===== src/rtl/round_key_sequencer.sv =====
// round_key_sequencer: sequential AES-128 key schedule with an 11-entry round-key buffer
// and a registered indexed read port.
module round_key_sequencer #(
  parameter int NK   = 4,
  parameter int NR   = NK + 6,
  parameter int RK_W = 32 * NK
) (
  input  logic            clk,
  input  logic            rst_n,
  input  logic [RK_W-1:0] key_in,
  input  logic            key_valid,
  output logic            key_ready,
  output logic            busy,
  output logic            keys_ready,
  input  logic [3:0]      rk_idx,
  output logic [RK_W-1:0] rk_out,
  output logic            rk_out_valid
);
  typedef enum logic [1:0] {IDLE, EXPAND, DONE} state_t;
  localparam logic [3:0] NR4 = 4'(NR);
  localparam logic [2047:0] SBOX = {
    128'h637c777bf26b6fc53001672bfed7ab76, 128'hca82c97dfa5947f0add4a2af9ca472c0,
    128'hb7fd9326363ff7cc34a5e5f171d83115, 128'h04c723c31896059a071280e2eb27b275,
    128'h09832c1a1b6e5aa0523bd6b329e32f84, 128'h53d100ed20fcb15b6acbbe394a4c58cf,
    128'hd0efaafb434d338545f9027f503c9fa8, 128'h51a3408f929d38f5bcb6da2110fff3d2,
    128'hcd0c13ec5f974417c4a77e3d645d1973, 128'h60814fdc222a908846eeb814de5e0bdb,
    128'he0323a0a4906245cc2d3ac629195e479, 128'he7c8376d8dd54ea96c56f4ea657aae08,
    128'hba78252e1ca6b4c6e8dd741f4bbd8b8a, 128'h703eb5664803f60e613557b986c11d9e,
    128'he1f8981169d98e949b1e87e9ce5528df, 128'h8ca1890dbfe6426841992d0fb054bb16
  };
  if (NK != 4) begin : g_nk_check
    $error("round_key_sequencer supports NK=4 only");
  end
  function automatic logic [7:0] sub_byte(input logic [7:0] b);
    return SBOX[{~b, 3'b000} +: 8];
  endfunction
  function automatic logic [7:0] rcon(input logic [3:0] c);
    case (c)
      4'd1:    return 8'h01;
      4'd2:    return 8'h02;
      4'd3:    return 8'h04;
      4'd4:    return 8'h08;
      4'd5:    return 8'h10;
      4'd6:    return 8'h20;
      4'd7:    return 8'h40;
      4'd8:    return 8'h80;
      4'd9:    return 8'h1b;
      4'd10:   return 8'h36;
      default: return 8'h00;
    endcase
  endfunction
  state_t          r_state, w_next;
  logic [3:0]      r_cnt;
  logic [RK_W-1:0] r_buf [NR+1];
  logic [RK_W-1:0] w_prev, w_new;
  logic [31:0]     w_rot, w_t, w_n0, w_n1, w_n2, w_n3;
  assign key_ready  = r_state != EXPAND;
  assign busy       = r_state == EXPAND;
  assign keys_ready = r_state == DONE;
  always_comb begin
    w_prev = r_buf[r_cnt == 4'd0 ? 4'd0 : r_cnt - 4'd1];
    w_rot  = {w_prev[23:0], w_prev[31:24]};
    w_t    = {sub_byte(w_rot[31:24]) ^ rcon(r_cnt), sub_byte(w_rot[23:16]),
              sub_byte(w_rot[15:8]), sub_byte(w_rot[7:0])};
    w_n0   = w_prev[127:96] ^ w_t;
    w_n1   = w_prev[95:64] ^ w_n0;
    w_n2   = w_prev[63:32] ^ w_n1;
    w_n3   = w_prev[31:0] ^ w_n2;
    w_new  = {w_n0, w_n1, w_n2, w_n3};
    w_next = (r_state == EXPAND) ? ((r_cnt == NR4) ? DONE : EXPAND)
                                 : (key_valid ? EXPAND : r_state);
  end
  always_ff @(posedge clk or negedge rst_n) begin
    if (!rst_n) begin
      r_state      <= IDLE;
      r_cnt        <= 4'd0;
      for (int i = 0; i <= NR; i++) r_buf[i] <= '0;
      rk_out       <= '0;
      rk_out_valid <= 1'b0;
    end else begin
      r_state <= w_next;
      if (r_state == EXPAND) begin
        r_buf[r_cnt] <= w_new;
        r_cnt        <= (r_cnt == NR4) ? 4'd0 : r_cnt + 4'd1;
      end else if (key_valid) begin
        r_buf[0] <= key_in;
        r_cnt    <= 4'd1;
      end else begin
        r_cnt <= 4'd0;
      end
      // a read in the accept cycle still sees the old buffer and the old keys_ready
      rk_out       <= (rk_idx <= NR4) ? r_buf[rk_idx] : '0;
      rk_out_valid <= keys_ready && (rk_idx <= NR4);
    end
  end
endmodule


===== config.mk =====
export PLATFORM = sky130hd
export DESIGN_NAME = round_key_sequencer
export DESIGN_NICKNAME = d
export VERILOG_FILES = /design/src/rtl/round_key_sequencer.sv
export SDC_FILE = /design/constraint.sdc
export NUM_CORES = 2
export LEC_CHECK = 0
export ABC_AREA = 0
export CORE_ASPECT_RATIO = 0.8
export CORE_MARGIN = 2
export CORE_UTILIZATION = 50
export DETAILED_ROUTE_END_ITERATION = 16
export PLACE_DENSITY = 0.69
export SLEW_MARGIN = 20
export SYNTH_ARGS = -nofsm -noshare
export SYNTH_HDL_FRONTEND = slang
export SYNTH_SLANG_ARGS = --single-unit

===== constraint.sdc =====
create_clock -name clk -period 17.3 [get_ports clk]
set_clock_uncertainty 0.05 [all_clocks]
set_input_delay 1.73 -clock clk [delete_from_list [all_inputs] [get_ports clk]]
set_output_delay 1.73 -clock clk [all_outputs]
set_load 0.01 [all_outputs]

Word level (Yosys, flattened, before mapping)
Memory sizes are Yosys's and may differ from the RTL's.
Cells that the tools add are included.
W data, S select, Z words.
{"block": "totals", "ff_bits": 1543, "latchBits": 0, "ram_bits": 0, "rom_bits": 128, "out_inout_bits": 132, "elab_cells": 66, "memories": 1}
{"block": "op_classes", "add_sub_neg": 2, "n_mul": 0, "n_div": 0, "magnitude_cmp": 5, "n_eq_ne": 4, "n_shift": 4, "muxes": 19, "bitwise_logic": 12, "n_reduce_logical": 4}
{"name": "(name not given)", "words": 16, "word_bits": 8, "rd": 1, "rd_clocked_by_memory_dff": 0, "write_ports": 0, "line": "38", "source": "case (c)"}
{"op": "$shiftx A2048 B12 Y8 const A", "count": 4}
{"op": "$bwmux W1408", "count": 1}
{"op": "$bmux W128 S4", "count": 2}
{"op": "$mux W128", "count": 8}
{"op": "$demux W128 S4", "count": 1}
{"op": "$xor A32 B32 Y32", "count": 4}
{"op": "$not A8 Y8", "count": 4}
{"op": "$ge A5 B5 Y1 const B", "count": 3}
{"op": "$not A4 Y5", "count": 3}
{"op": "$mux W4", "count": 3}
{"op": "$xor A8 B8 Y8", "count": 1}
{"op": "$mux W2", "count": 3}
{"op": "$lt A5 B1 Y1 const B", "count": 1}
{"op": "$add A4 B1 Y4 const B", "count": 1}
{"op": "$eq A4 B4 Y1 const B", "count": 1}
{"op": "$le A4 B4 Y1 const B", "count": 1}
{"op": "$logic_not A4 Y1", "count": 1}
{"op": "$sub A4 B1 Y4 const B", "count": 1}
{"op": "$eq A2 B1 Y1 const B", "count": 1}
{"op": "$eq A2 B2 Y1 const B", "count": 1}
{"op": "$logic_and A1 B1 Y1", "count": 2}
{"op": "$ne A2 B1 Y1 const B", "count": 1}
{"op": "$reduce_bool A2 Y1", "count": 1}
{"op": "$mux W1", "count": 1}

Longest topological paths before layout
{"block": "logic_depth", "depth_word": 15, "mapped_depth": 34}

Worst setup path after synthesis
Ideal clock, no wire load.
{"block": "synth_timing", "path_kind": "flip-flop to flip-flop", "startpoint": "register r_cnt[0]", "endpoint": "register r_buf[1034] (netlist bit)", "setup_ps": 125, "arrival_time_ps": 7170, "required_ps": 17125, "setup_slack_ps": 9956, "path_stages_with_launch": 31, "n_path_buf": 13, "cell_sequence": "dfrtp_1 buf_4 inv_1 buf_2 buf_2 buf_2 buf_2 buf_2 buf_2 ha_1 buf_4 nor2_1 mux2_2 buf_2 a2111oi_0 a311o_1 buf_2 buf_1 ha_1 clkbuf_1 clkinv_1 nand2_1 a21oi_1 or4_1 o211ai_1 a2111oi_2 xnor2_2 xor3_1 xnor2_1 buf_2 mux2_2"}
{"block": "synth_between", "elab_chain_cells": 13, "elab_cells_between_ends": 20, "classes_between": "add/sub (1); order compare (2); shift (1); mux (7); bitwise (7); reduce/logical (2)"}
{"item": "from (decl)", "line": "53", "source": "logic [3:0] r_cnt;"}
{"item": "from (signal assigned)", "line": "84", "source": "r_cnt <= (r_cnt == NR4) ? 4'd0 : r_cnt + 4'd1;"}
{"item": "$sub A4 B1 Y4 / $logic_not A4 Y1 (equally long branches)", "line": "61", "source": "w_prev = r_buf[r_cnt == 4'd0 ? 4'd0 : r_cnt - 4'd1];"}
{"item": "$mux W4", "line": "61"}
{"item": "$not A4 Y5", "line": "61"}
{"item": "$bmux W128 S4", "line": "61"}
{"item": "$mux W128 (2 in a row)", "line": "61"}
{"item": "$not A8 Y8", "line": "35", "source": "return SBOX[{~b, 3'b000} +: 8];"}
{"item": "$shiftx A2048 B12 Y8", "line": "35"}
{"item": "$xor A32 B32 Y32", "line": "65", "source": "w_n0 = w_prev[127:96] ^ w_t;"}
{"item": "$xor A32 B32 Y32", "line": "66", "source": "w_n1 = w_prev[95:64] ^ w_n0;"}
{"item": "$xor A32 B32 Y32", "line": "67", "source": "w_n2 = w_prev[63:32] ^ w_n1;"}
{"item": "$xor A32 B32 Y32", "line": "68", "source": "w_n3 = w_prev[31:0] ^ w_n2;"}
{"item": "$bwmux W1408 (*)", "line": "83", "source": "r_buf[r_cnt] <= w_new;"}
{"item": "to (signal, indexed assignment)", "line": "83"}
{"item": "to (decl)", "line": "54", "source": "logic [RK_W-1:0] r_buf [NR+1];"}
Every way passes the cells marked *; elsewhere a longest branch is shown, timed or not. The select of a mux whose other input is x is not followed.
A chain may end at the register's enable or synchronous reset.

Final worst setup path
{"block": "layout_timing", "startpoint": "register r_cnt[0]", "endpoint": "register r_buf[404] (netlist bit)"}
The elaborated chain is that of the path after synthesis.

==> summary.txt <==
status - finished, final reports clean
HPWL Detailed - 266,000 um
Synth warnings - 0
Cells after DPL - 12,300
CP top delay family - compound AO/OA/AOI/OAI gates
Required @ worst endpoint - 17.96 ns
first-pass GRT wire length - 618,000 um
starting DRC count in detailed routing - 15,800
ANT nets after route - 0
commonest non-fill, non-tap cell in the layout - nand2_1
most frequent cells in the layout - nand2_1, dfrtp_1, o21ai_0
Critical Path Sink Type - flip-flop
final setup violation count - 0
fmax - 95.8 MHz
MaxCap Viol Count - 0
fillers - 16,800
largest fanout on the critical path - 74
Vias per Instance - 7.25
ys flop type - dfrtp_1
final hold violation count - 0
CP cell instances - inv_6 -> ha_2 -> buf_4 -> or3b_4 -> nand2_8 -> o221ai_1 -> a31oi_4 -> clkinv_2 -> buf_4 -> nor2_2 -> a221oi_1 -> o211ai_1 -> nand2_1 -> a221oi_2 -> xnor3_1 -> xor2_1 -> xnor2_2 -> o21ai_1
Row Count - 143
area leader, netlist - dfrtp_1
#FFs+latches synth - 1,543
largest stage delay on the critical path - 0.89 ns
minimum clock period - 10.44 ns
Worst-Margin Slew - 1.32 ns
CP startpoint kind - flip-flop
Mapped Cells - 10,400
clk sinks - 1,543
Post-Layout Cell Count - 12,600
gpl congestion - 0.995
Root Driver - clkbuf_16
DRC errors left - 0
number of port buffers - 266
Yosys cell types - 131
post-synth top area share - 40.5%
layout cells sized above 1 - 11.5%
Post-Route WL - 427,000 um
nets - 10,100
hold slack - 0.447 ns
slowest CP cell - a221oi_2
ys async rst share - 100%
syn nets - 10,600
# Post-CTS Setup Buffers - 0
CTS tree - done
top cells by area, synth - dfrtp_1, mux4_2, nand2_1, o21ai_0, mux2i_1
die area - 194,000 um2
Final Util - 54.9%
Syn Std Cell Area - 95,300 um2
GRT Total Usage - 42.9%
Die Wd - 492 um
final count of pins violating max slew - 0
fin crit share - 60.4%
Via Count - 91,300
I/O pin total - 267
P&R area growth vs syn - 9.33%
Post-synth EDFFs - 0
Seq/Total Area, Yosys - 40.5%
Clk pin slew, worst setup/hold paths - 0.07 ns
Total Neg Setup Slack - 0 ns
RSZ-0062 raised after global routing - no
pin count of the biggest net entering global routing - 193
Max-slew headroom - 11.2%
H-tree depth - 4
Syn Area/Cell - 9.20 um2
vias in the first global route - 87,200
CTS max path bufs - 3
worst path buffer plus inverter count - 4
initial antenna violation count - 35
die height - 394 um
remaining global-route overflow - 0
WS Path Type - reg2reg
Avg WL per Cell - 33.9 um
Starting Density - 50.2%
Post-CTS Resized - 0
clk_lat worst skew - 0.86 ns
CP arrival - 11.10 ns
clock buffer count from CTS - 162
core area - 190,000 um2
drt first pass iters - 13
CTS Hold Buffers Added - 0
Min-Delay Path Class - reg2reg
crit-path most repeated cell - buf_4
[tightest hold or removal path, cell delays in order (launching register included)]
cell and delay [ns]:
dfrtp_1 0.35, nand2_1 0.05, o21ai_0 0.06
[per-stage QoR]
stage          setup slack, ns  instance area (um2)
2_1_floorplan             9.96                95300
3_3_place_gp              7.38                98600
3_5_place_dp              7.35                98700
4_1_cts                   7.25               104000
5_1_grt                   6.65               104000
6_report                  6.86               104000
[cells in the mapped netlist, drive strengths merged, types with 21 or more instances]
| cell | n |
|---|---|
| and3 | 94 |
| o211ai | 116 |
| mux2 | 84 |
| o311ai | 40 |
| o22ai | 341 |
| o22a | 21 |
| o221ai | 36 |
| xnor2 | 128 |
| mux4 | 359 |
| and2 | 38 |
| o32ai | 21 |
| nand2b | 26 |
| nor2 | 441 |
| a222oi | 96 |
| nor4 | 32 |
| or3 | 32 |
| a21oi | 491 |
| inv | 52 |
| dfrtp | 1543 |
| buf | 476 |
| xor2 | 68 |
| nand3 | 137 |
| a22oi | 67 |
| nand2 | 2012 |
| mux2i | 406 |
| o31ai | 41 |
| a2111oi | 48 |
| a22o | 98 |
| a31oi | 115 |
| nor3 | 118 |
| a32oi | 36 |
| a211oi | 99 |
| a311oi | 92 |
| o21ai | 1418 |
| ha | 63 |
| nand4 | 25 |
| clkbuf | 645 |
| a221oi | 52 |
| o2111ai | 34 |
[logic make-up (layout without fill, tap and decap cells)]
logic type	count (synthesis)	count (layout)	share of synthesized area (%)
XOR/XNOR	204	204	2.21
other	0	13	0
AND/OR/NAND/NOR	3033	3033	13.4
multiplexers	849	849	13.7
flip-flops	1543	1543	40.5
buffers and inverters	1176	857	5.71
adder cells (fa/ha/maj)	63	63	0.827
AO/OA/AOI/OAI	3490	3490	23.6
[cell type report]
type	count	area [um2]	share of cell area [%]
Timing Repair Buffer	519	4870	4.68
Sequential cell	1543	38600	37.1
Antenna cell	13	32.5	0.0312
Clock inverter	57	832	0.799
Multi-Input combinational cell	7639	51900	49.8
Inverter	55	216	0.208
Tap cell	2537	3170	3.05
Clock buffer	226	4580	4.39
[final timing paths]
check / slack, ns / start / cells after the start / to
worst max-delay path: 6.86 / r_cnt[0]$_DFF_PN0_ / 18 / r_buf[404]$_DFFE_PN0P_
worst min-delay path: 0.45 / r_buf[1073]$_DFFE_PN0P_ / 2 / r_buf[1073]$_DFFE_PN0P_
worst max register to register: 6.86 / r_cnt[0]$_DFF_PN0_ / 18 / r_buf[404]$_DFFE_PN0P_
worst min register to register: 0.45 / r_buf[1073]$_DFFE_PN0P_ / 2 / r_buf[1073]$_DFFE_PN0P_
max in group asynchronous: 12.61 / rst_n / 5 / r_buf[1100]$_DFFE_PN0P_
min in group asynchronous: 0.75 / rst_n / 1 / rk_out[28]$_DFF_PN0_
[flip-flops by register name, indices dropped and copies added (netlist names)]
name and flops:
r_cnt 4, r_buf 1408, rk_out_valid 1, rk_out 128, r_state 2
[routing by layer]
metal | global-route usage [%] | routed length (um) | up-vias
li1 | - | - | 37400
met1 | 56.6 | 158000 | 45100
met2 | 59.2 | 175000 | 7329
met5 | 0.123 | 303 | -
met4 | 26.8 | 30100 | 28
met3 | 16.3 | 62700 | 1533
Power is left out: the tool's default activity adds up to more than one toggle a clock period on the data nets, which glitch-free logic cannot reach.
